**src/rtl/vector_processor_core.sv**
```systemverilog
// rtl/vector_processor_core.sv - single-cycle 4x8-bit SIMD execute core with 16-entry vector register file
module vector_processor_core (
  input  logic        clock,
  input  logic        reset,
  input  logic [4:0]  ID_VS,
  input  logic [4:0]  ID_VT,
  input  logic [4:0]  ID_VD,
  input  logic [11:0] ID_SHAMT,
  input  logic [4:0]  ID_OP,
  input  logic [15:0] ID_IMM16,
  input  logic [31:0] register_mov_data,
  input  logic [31:0] data_memory_direction,
  input  logic [31:0] data_load_mem,
  output logic        mem_write_en,
  output logic [31:0] mem_address,
  output logic [31:0] data_store_mem,
  output logic [31:0] result_out,
  output logic        result_valid
);

  localparam logic [4:0] OP_NOP   = 5'b00000;
  localparam logic [4:0] OP_SUB   = 5'b00001;
  localparam logic [4:0] OP_ADD   = 5'b00010;
  localparam logic [4:0] OP_XOR   = 5'b00011;
  localparam logic [4:0] OP_MOV   = 5'b00100;
  localparam logic [4:0] OP_ADDI  = 5'b00101;
  localparam logic [4:0] OP_SLL   = 5'b00110;
  localparam logic [4:0] OP_SRL   = 5'b00111;
  localparam logic [4:0] OP_LOAD  = 5'b01000;
  localparam logic [4:0] OP_STORE = 5'b01001;

  logic [31:0] regs_q [16];
  logic [31:0] regs_d [16];
  logic        mem_write_en_q, mem_write_en_d;
  logic [31:0] mem_address_q, mem_address_d;
  logic [31:0] data_store_mem_q, data_store_mem_d;
  logic [31:0] result_out_q, result_out_d;
  logic        result_valid_q, result_valid_d;

  // Only the low shift/immediate bits carry meaning; the rest are ignored.
  logic        unused_bits;
  assign unused_bits = ^{ID_SHAMT[11:3], ID_IMM16[15:8]};

  logic [2:0]  shamt3;
  logic [7:0]  imm8;
  logic [31:0] op_a, op_b;
  assign shamt3 = ID_SHAMT[2:0];
  assign imm8   = ID_IMM16[7:0];

  // Scalar source fields read as zero; vector fields read the pre-edge register value.
  assign op_a = ID_VS[4] ? regs_q[ID_VS[3:0]] : 32'h0;
  assign op_b = ID_VT[4] ? regs_q[ID_VT[3:0]] : 32'h0;

  logic [31:0] sub_v, add_v, xor_v, addi_v, sll_v, srl_v;

  // Each lane is computed in isolation so no carry/borrow or shifted bit crosses lanes.
  for (genvar k = 0; k < 4; k++) begin : g_lane
    assign sub_v[8*k +: 8]  = op_a[8*k +: 8] - op_b[8*k +: 8];
    assign add_v[8*k +: 8]  = op_a[8*k +: 8] + op_b[8*k +: 8];
    assign xor_v[8*k +: 8]  = op_a[8*k +: 8] ^ op_b[8*k +: 8];
    assign addi_v[8*k +: 8] = op_a[8*k +: 8] + imm8;
    assign sll_v[8*k +: 8]  = op_a[8*k +: 8] << shamt3;
    assign srl_v[8*k +: 8]  = op_a[8*k +: 8] >> shamt3;
  end

  logic [31:0] alu_result;
  logic        op_writes;
  logic        op_store;

  // Opcode decode: pick the result and whether the op writes back or stores.
  always_comb begin
    alu_result = 32'h0;
    op_writes  = 1'b0;
    op_store   = 1'b0;
    case (ID_OP)
      OP_SUB:   begin alu_result = sub_v;             op_writes = 1'b1; end
      OP_ADD:   begin alu_result = add_v;             op_writes = 1'b1; end
      OP_XOR:   begin alu_result = xor_v;             op_writes = 1'b1; end
      OP_MOV:   begin alu_result = register_mov_data; op_writes = 1'b1; end
      OP_ADDI:  begin alu_result = addi_v;            op_writes = 1'b1; end
      OP_SLL:   begin alu_result = sll_v;             op_writes = 1'b1; end
      OP_SRL:   begin alu_result = srl_v;             op_writes = 1'b1; end
      OP_LOAD:  begin alu_result = data_load_mem;     op_writes = 1'b1; end
      OP_STORE: op_store = 1'b1;
      OP_NOP:   ;
      default:  ;
    endcase
  end

  logic reg_write;
  assign reg_write = op_writes & ID_VD[4];

  // Next-state for the register file and the store/result interface.
  always_comb begin
    regs_d           = regs_q;
    result_out_d     = result_out_q;
    result_valid_d   = reg_write;
    mem_write_en_d   = op_store;
    mem_address_d    = mem_address_q;
    data_store_mem_d = data_store_mem_q;
    if (reg_write) begin
      regs_d[ID_VD[3:0]] = alu_result;
      result_out_d       = alu_result;
    end
    if (op_store) begin
      mem_address_d    = data_memory_direction;
      data_store_mem_d = op_a;
    end
  end

  // State register; reset wins over any write on the same edge.
  always_ff @(posedge clock or posedge reset) begin
    if (reset) begin
      for (int i = 0; i < 16; i++) begin
        regs_q[i] <= 32'h0;
      end
      mem_write_en_q   <= 1'b0;
      mem_address_q    <= 32'h0;
      data_store_mem_q <= 32'h0;
      result_out_q     <= 32'h0;
      result_valid_q   <= 1'b0;
    end else begin
      regs_q           <= regs_d;
      mem_write_en_q   <= mem_write_en_d;
      mem_address_q    <= mem_address_d;
      data_store_mem_q <= data_store_mem_d;
      result_out_q     <= result_out_d;
      result_valid_q   <= result_valid_d;
    end
  end

  assign mem_write_en   = mem_write_en_q;
  assign mem_address    = mem_address_q;
  assign data_store_mem = data_store_mem_q;
  assign result_out     = result_out_q;
  assign result_valid   = result_valid_q;

endmodule

```
**config.mk**
```make
export PLATFORM = sky130hd
export DESIGN_NAME = vector_processor_core
export DESIGN_NICKNAME = d
export VERILOG_FILES = /design/src/rtl/vector_processor_core.sv
export SDC_FILE = /design/constraint.sdc
export NUM_CORES = 2
export LEC_CHECK = 0
export ABC_AREA = 1
export CORE_MARGIN = 2
export CORE_UTILIZATION = 35
export CTS_CLUSTER_DIAMETER = 120
export DETAILED_ROUTE_END_ITERATION = 7
export PLACE_DENSITY_LB_ADDON = 0.25
export REMOVE_ABC_BUFFERS = 1
export SYNTH_ARGS = -nofsm -noshare
export SYNTH_HDL_FRONTEND = slang
export SYNTH_SLANG_ARGS = --single-unit
```
**constraint.sdc**
```tcl
create_clock -name clock -period 28.2 [get_ports clock]
set_clock_uncertainty 0.2 [all_clocks]
set_input_delay 4.23 -clock clock [delete_from_list [all_inputs] [get_ports clock]]
set_output_delay 4.23 -clock clock [all_outputs]
set_load 0.01 [all_outputs]
```
Word-level counts from Yosys, hierarchy flattened --
Index checks and enable logic that the tools add are counted.
Storage, ports and cells: register bits 610, logic and storage cells 78, output and inout port bits 98, input port bits 146
Cells by class: bitwise gates (word level) 8, order comparisons 4, reductions and logical operators 2, add/sub/neg operators 12, shift-type cells 8, eq/ne operators 9, multiplexer cells 14
Operators with widths (number):
- $bwmux W512 | 1
- $bmux W32 S4 | 2
- $pmux W32 S8 | 1
- $mux W32 | 7
- $demux W32 S4 | 1
- $add A8 B8 Y8 | 8
- $shl A8 B3 Y8 | 4
- $shr A8 B3 Y8 | 4
- $sub A8 B8 Y8 | 4
- $xor A8 B8 Y8 | 4
- $eq A5 B3 Y1 const B | 4
- $ge A5 B5 Y1 const B | 3
- $not A4 Y5 | 3
- $eq A5 B2 Y1 const B | 2
- $eq A5 B4 Y1 const B | 2
- $reduce_or A8 Y1 | 1
- $eq A5 B1 Y1 const B | 1
- $lt A5 B1 Y1 const B | 1
- $mux W1 | 2
- $and A1 B1 Y1 | 1
- $logic_and A1 B1 Y1 | 1

Depth between registers and ports, before layout --
depth in word-level cells 8, depth in mapped cells 30, mapped depth without buffers 27

Least setup slack after synthesis --
OpenSTA, ideal clock, no wires.
kind input -> register, start point input port ID_VT[1], end point register regs_q[118] (netlist name), setup time 0.117 ns, stages 27, buffers on the path 4, data arrival time 7.686 ns, path slack 20.197 ns, required time 27.883 ns, path through buf_4 > inv_2 > buf_4 > buf_2 > o211ai_1 > nand3_1 > nand3_1 > a21oi_1 > inv_1 > ha_1 > nor2_1 > a21oi_1 > fa_1 > nand2_1 > nand2_1 > a21oi_1 > nor2_1 > o21ai_0 > nand2_1 > or2_2 > nand3_1 > nand3_1 > nor2_1 > nand4_2 > buf_2 > nand2_1 > nand2_1
Between the ends: longest elaborated chain between the ends 8, elaborated cells between the ends (all ways) 10, those cells by class add/sub (2); mux (6); bitwise (2)
RTL lines:
- from (decl) | line 6 | input logic [4:0] ID_VT,
- $not A4 Y5 (implied by the code) * | line 52 | assign op_b = ID_VT[4] ? regs_q[ID_VT[3:0]] : 32'h0;
- $bmux W32 S4 * | line 52
- $mux W32 (implied by the code) * (2 in series) | line 52
- $mux W32 * | line 52
- $add A8 B8 Y8, or another cell as far along | line 59 | assign add_v[8*k +: 8] = op_a[8*k +: 8] + op_b[8*k +: 8];
- $pmux W32 S8 * | line 75 | case (ID_OP)
- $bwmux W512 * | line 102 | regs_d[ID_VD[3:0]] = alu_result;
- to (signal assigned) | line 123 | regs_q <= regs_d;
- to (decl) | line 32 | logic [31:0] regs_q [16];
Every way passes the cells marked *; elsewhere a longest branch is shown, timed or not. The select of a mux whose other input is x is not followed. A chain may end at the register's enable or synchronous reset.

Worst setup path in the final report --
start point input port ID_VT[0], end point register result_out_q[30] (netlist: result_out[30])
Between the ends: longest elaborated chain between the ends 7, elaborated cells between the ends (all ways) 9, those cells by class add/sub (2); mux (5); bitwise (2)
RTL lines:
- $not A4 Y5 (implied by the code) * | line 52
- $bmux W32 S4 * | line 52
- $mux W32 (implied by the code) * (2 in series) | line 52
- $mux W32 * | line 52
- $add A8 B8 Y8, or another cell as far along | line 59
- $pmux W32 S8 * | line 75
- to (signal assigned) | line 127 | result_out_q <= result_out_d;
- to (decl) | line 37 | logic [31:0] result_out_q, result_out_d;
Marks and branches as above.

==> run_results.csv <==
group,metric,value,unit
clock_tree,cts-root-buf,"clkbuf_16",
grt,antenna_found_initial,7,
layout,final_nets,5962,
power,leakage,21.6,nW
die,rows,122,
critical_path,worstSetupPathType,"in -> reg",
grt,busiest_layer,"met2",
power,clkPwrFrac,37.8,%
timing,period_share,36.0,%
grt,grt_max_degree,173,
critical_path,path_common_cell,"nand2_1",
critical_path,rrSetupSlack,23250,ps
detailed_routing,drc,0,
die,start_util,35.2,%
power,power,2.67,mW
critical_path,slowest_delay,710,ps
synth,ys.flop_type,"dfrtp_1",
power,power_frac_comb,22.8,%
detailed_routing,final_antenna_net_count,0,
power,switchingPower,853,µW
hold_path,hold_depth,2,
detailed_routing,drt_iter0_drc,5288,
layout,layout-drive-gt1-share,6.00,%
flow_run,drv_cap,0,
critical_path,required,28520,ps
grt,grt_overflow,0,
synth,synth_area,0.0388,mm²
layout,multi_input_area,0.0195,mm²
synth,synth_common_cells,"nand2_1, dfrtp_1, nand3_1, inv_1, o21ai_0",
synth,yosysWarnings,0,
die,core_area,0.110,mm²
critical_path,cp-start-kind,"input pin",
critical_path,crit_path_end_kind,"register",
power,p_int,1.82,mW
synth,yosysMostFrequentCell,"nand2_1",
placed_design,buffer_ports.inserted,226,
synth,yosys.area.top_type,"dfrtp_1",
detailed_routing,drt-total-wl,165000,µm
critical_path,r2r_end,"regs_q[278]",
critical_path,crit_arrival,10480,ps
grt,grt_use_met3,5.58,%
placed_design,hpwl,100000,µm
synth,ys_async_sr_fraction,100,%
hold_path,min_path_type,"reg -> reg",
critical_path,critPathMaxFanout,138,
timing,max_freq,98.4,MHz
die,die_w,337,µm
critical_path,worstRegToRegCells,24,
critical_path,worst_path_max_delay_cell,"buf_4",
critical_path,crit-reg2reg-launch,"regs_q[144]",
timing,setup_tns,0,ps
grt,track_usage,28.7,%
clock_tree,ctsResizeCount,0,
hold_path,worstHoldStart,"mem_address[3]",
timing,setup_viol,0,
timing,slew_violations,0,
layout,fin_util,40.0,%
status,status,"completed",
detailed_routing,num_vias,39820,
clock_tree,cts_tree,"done",
clock_tree,cts.htree.levels,3,
grt,use_met1,38.7,%
clock_tree,clockBufferDepth,3,
timing,hold_violations,0,
synth,synth-seq-cells,610,
die,dieArea,0.113,mm²
layout,fill_cells,11699,
synth,synth.distinct_cells,50,
clock_tree,cts_setup_buffers,0,
grt,grt_pass1_vias,36818,
power,seqPwrFrac,39.3,%
layout,syn_to_final_growth,13.8,%
synth,synth_edf_count,0,
clock_tree,numCtsBuffers,74,
detailed_routing,first_pass_iters,7,
detailed_routing,viasPerCell,5.44,
synth,synth_top_cell_area_share,39.4,%
placed_design,gp_congestion,0.973,
clock_tree,cts_num_sinks,610,
timing,slew_headroom,8.09,%
synth,avgSynthCellArea,6.69,µm²
power,ir_drop,0.0397,mV
power,p_per_area,60.5,mW/mm²
placed_design,dpl.cell_count,7192,
timing,rsz0062_at_grt,"false",
layout,register_area,0.0153,mm²
clock_tree,ctsHoldBuffers,0,
clock_tree,cts.clk_slew.worst_paths,60,ps
grt,use_met2,43.5,%
hold_path,whs_endpoint,"mem_address[3]",
synth,yosysSeqAreaShare,39.4,%
timing,tightest_slew,1370,ps
detailed_routing,wl_per_cell,22.6,µm
synth,synth.area.top_cells,"dfrtp_1, nand2_1, nand3_1",
power,switching_share,31.9,%
die,io_pins,244,
layout,fin_cells,7322,
grt,grt_pass1_wl,242000,µm
timing,fin_crit,10160,ps
die,die_y,337,µm
synth,synth_cells,5792,
clock_tree,insertion_delay,650,ps
[worst max path at each step]
stage	depth (start not counted)	to	slack [ps]	from
final	29	result_out[30]	18040	ID_VT[0]
after CTS	29	result_out[30]	18230	ID_VT[0]
after global placement	29	result_out[30]	17570	ID_VT[0]
after detailed placement	29	result_out[30]	17570	ID_VT[0]
after floorplan	1	data_store_mem[0]	6690	reset
after global routing	26	regs_q[366]	17580	ID_VT[0]
[cells in the final DEF (no fill, tap or decap), types with 4 or more instances in the layout]
cell type           n
a21oi_1           268
a21oi_2             6
a22o_1             10
a22oi_1            10
a31oi_1             4
a32oi_1             4
buf_2               6
buf_4              89
bufinv_16           7
clkbuf_1           16
clkbuf_16          78
clkbuf_8           15
clkdlybuf4s50_1   214
clkinv_1            6
clkinv_2           10
dfrtp_1           610
fa_1                4
ha_1               32
inv_1             504
inv_2              22
nand2_1          2208
nand2_2            16
nand3_1           603
nand3_2            18
nand4_1            15
nand4_2             6
nor2_1            229
nor2_2              9
nor2_4             15
nor3_1              5
nor3_2              6
nor4_1              6
o211ai_1          130
o21a_1              6
o21ai_0           466
o21ai_1            93
or2_2              23
xnor2_1             5
xor2_1             15
[worst max-delay path: cells and delay by family]
family	cells	cell delay, ps
simple gates	21	2740
compound gates	2	260
buf+inv	4	2260
fa+ha+maj	2	800
[layer usage]
layer,share of wire [%],up-vias,routed length (µm)
li1,-,18508,-
met1,41,18728,68000
met2,43,2142,71600
met3,10,434,16700
met4,5.3,8,8680
met5,0.090,-,149
[area by class of cell]
| class | instances | area share [%] |
|---|---|---|
| Tap cell | 1488 | 4.22 |
| Inverter | 537 | 4.61 |
| Timing Repair Buffer | 316 | 6.70 |
| Multi-Input combinational cell | 4241 | 44.1 |
| Sequential cell | 610 | 34.6 |
| Clock buffer | 109 | 5.03 |
| Clock inverter | 20 | 0.675 |
| Antenna cell | 1 | 0.00568 |
[power by group through the flow]
| stage | Sequential, mW | Combinational (mW) | Clock (mW) |
|---|---|---|---|
| after detailed placement | 1.06 | 0.600 | 0 |
| after floorplan | 1.07 | 0.350 | 0 |
| final | 1.05 | 0.609 | 1.01 |
| after global routing | 1.06 | 0.679 | 1.06 |
| after global placement | 1.06 | 0.592 | 0 |
| after CTS | 1.05 | 0.603 | 1.02 |
[cells by family after synthesis]
logic type	after synthesis	share of synthesized area, %
xor+xnor	20	0.452
compound gates	1014	14.4
buf+inv	941	10.8
simple gates	3169	33.7
flops	610	39.4
fa+ha+maj	36	1.24
mux	2	0.0517
[sequential cells by signal (all words and copies together) (netlist names)]
name            flops
mem_address        32
regs_q            512
data_store_mem     32
result_out         32
result_valid        1
mem_write_en        1
[through the flow]
| step | setup WS (ps) | instance area (µm²) | hold WS [ps] |
|---|---|---|---|
| after floorplan | 6690 | 36600 | 249 |
| final | 18040 | 44100 | 268 |
| after global placement | 17570 | 41600 | 254 |
| after detailed placement | 17570 | 41600 | 257 |
| after global routing | 17580 | 44100 | 287 |
| after CTS | 18230 | 44100 | 272 |
No activity file was read; power rests on OpenSTA's default activity.
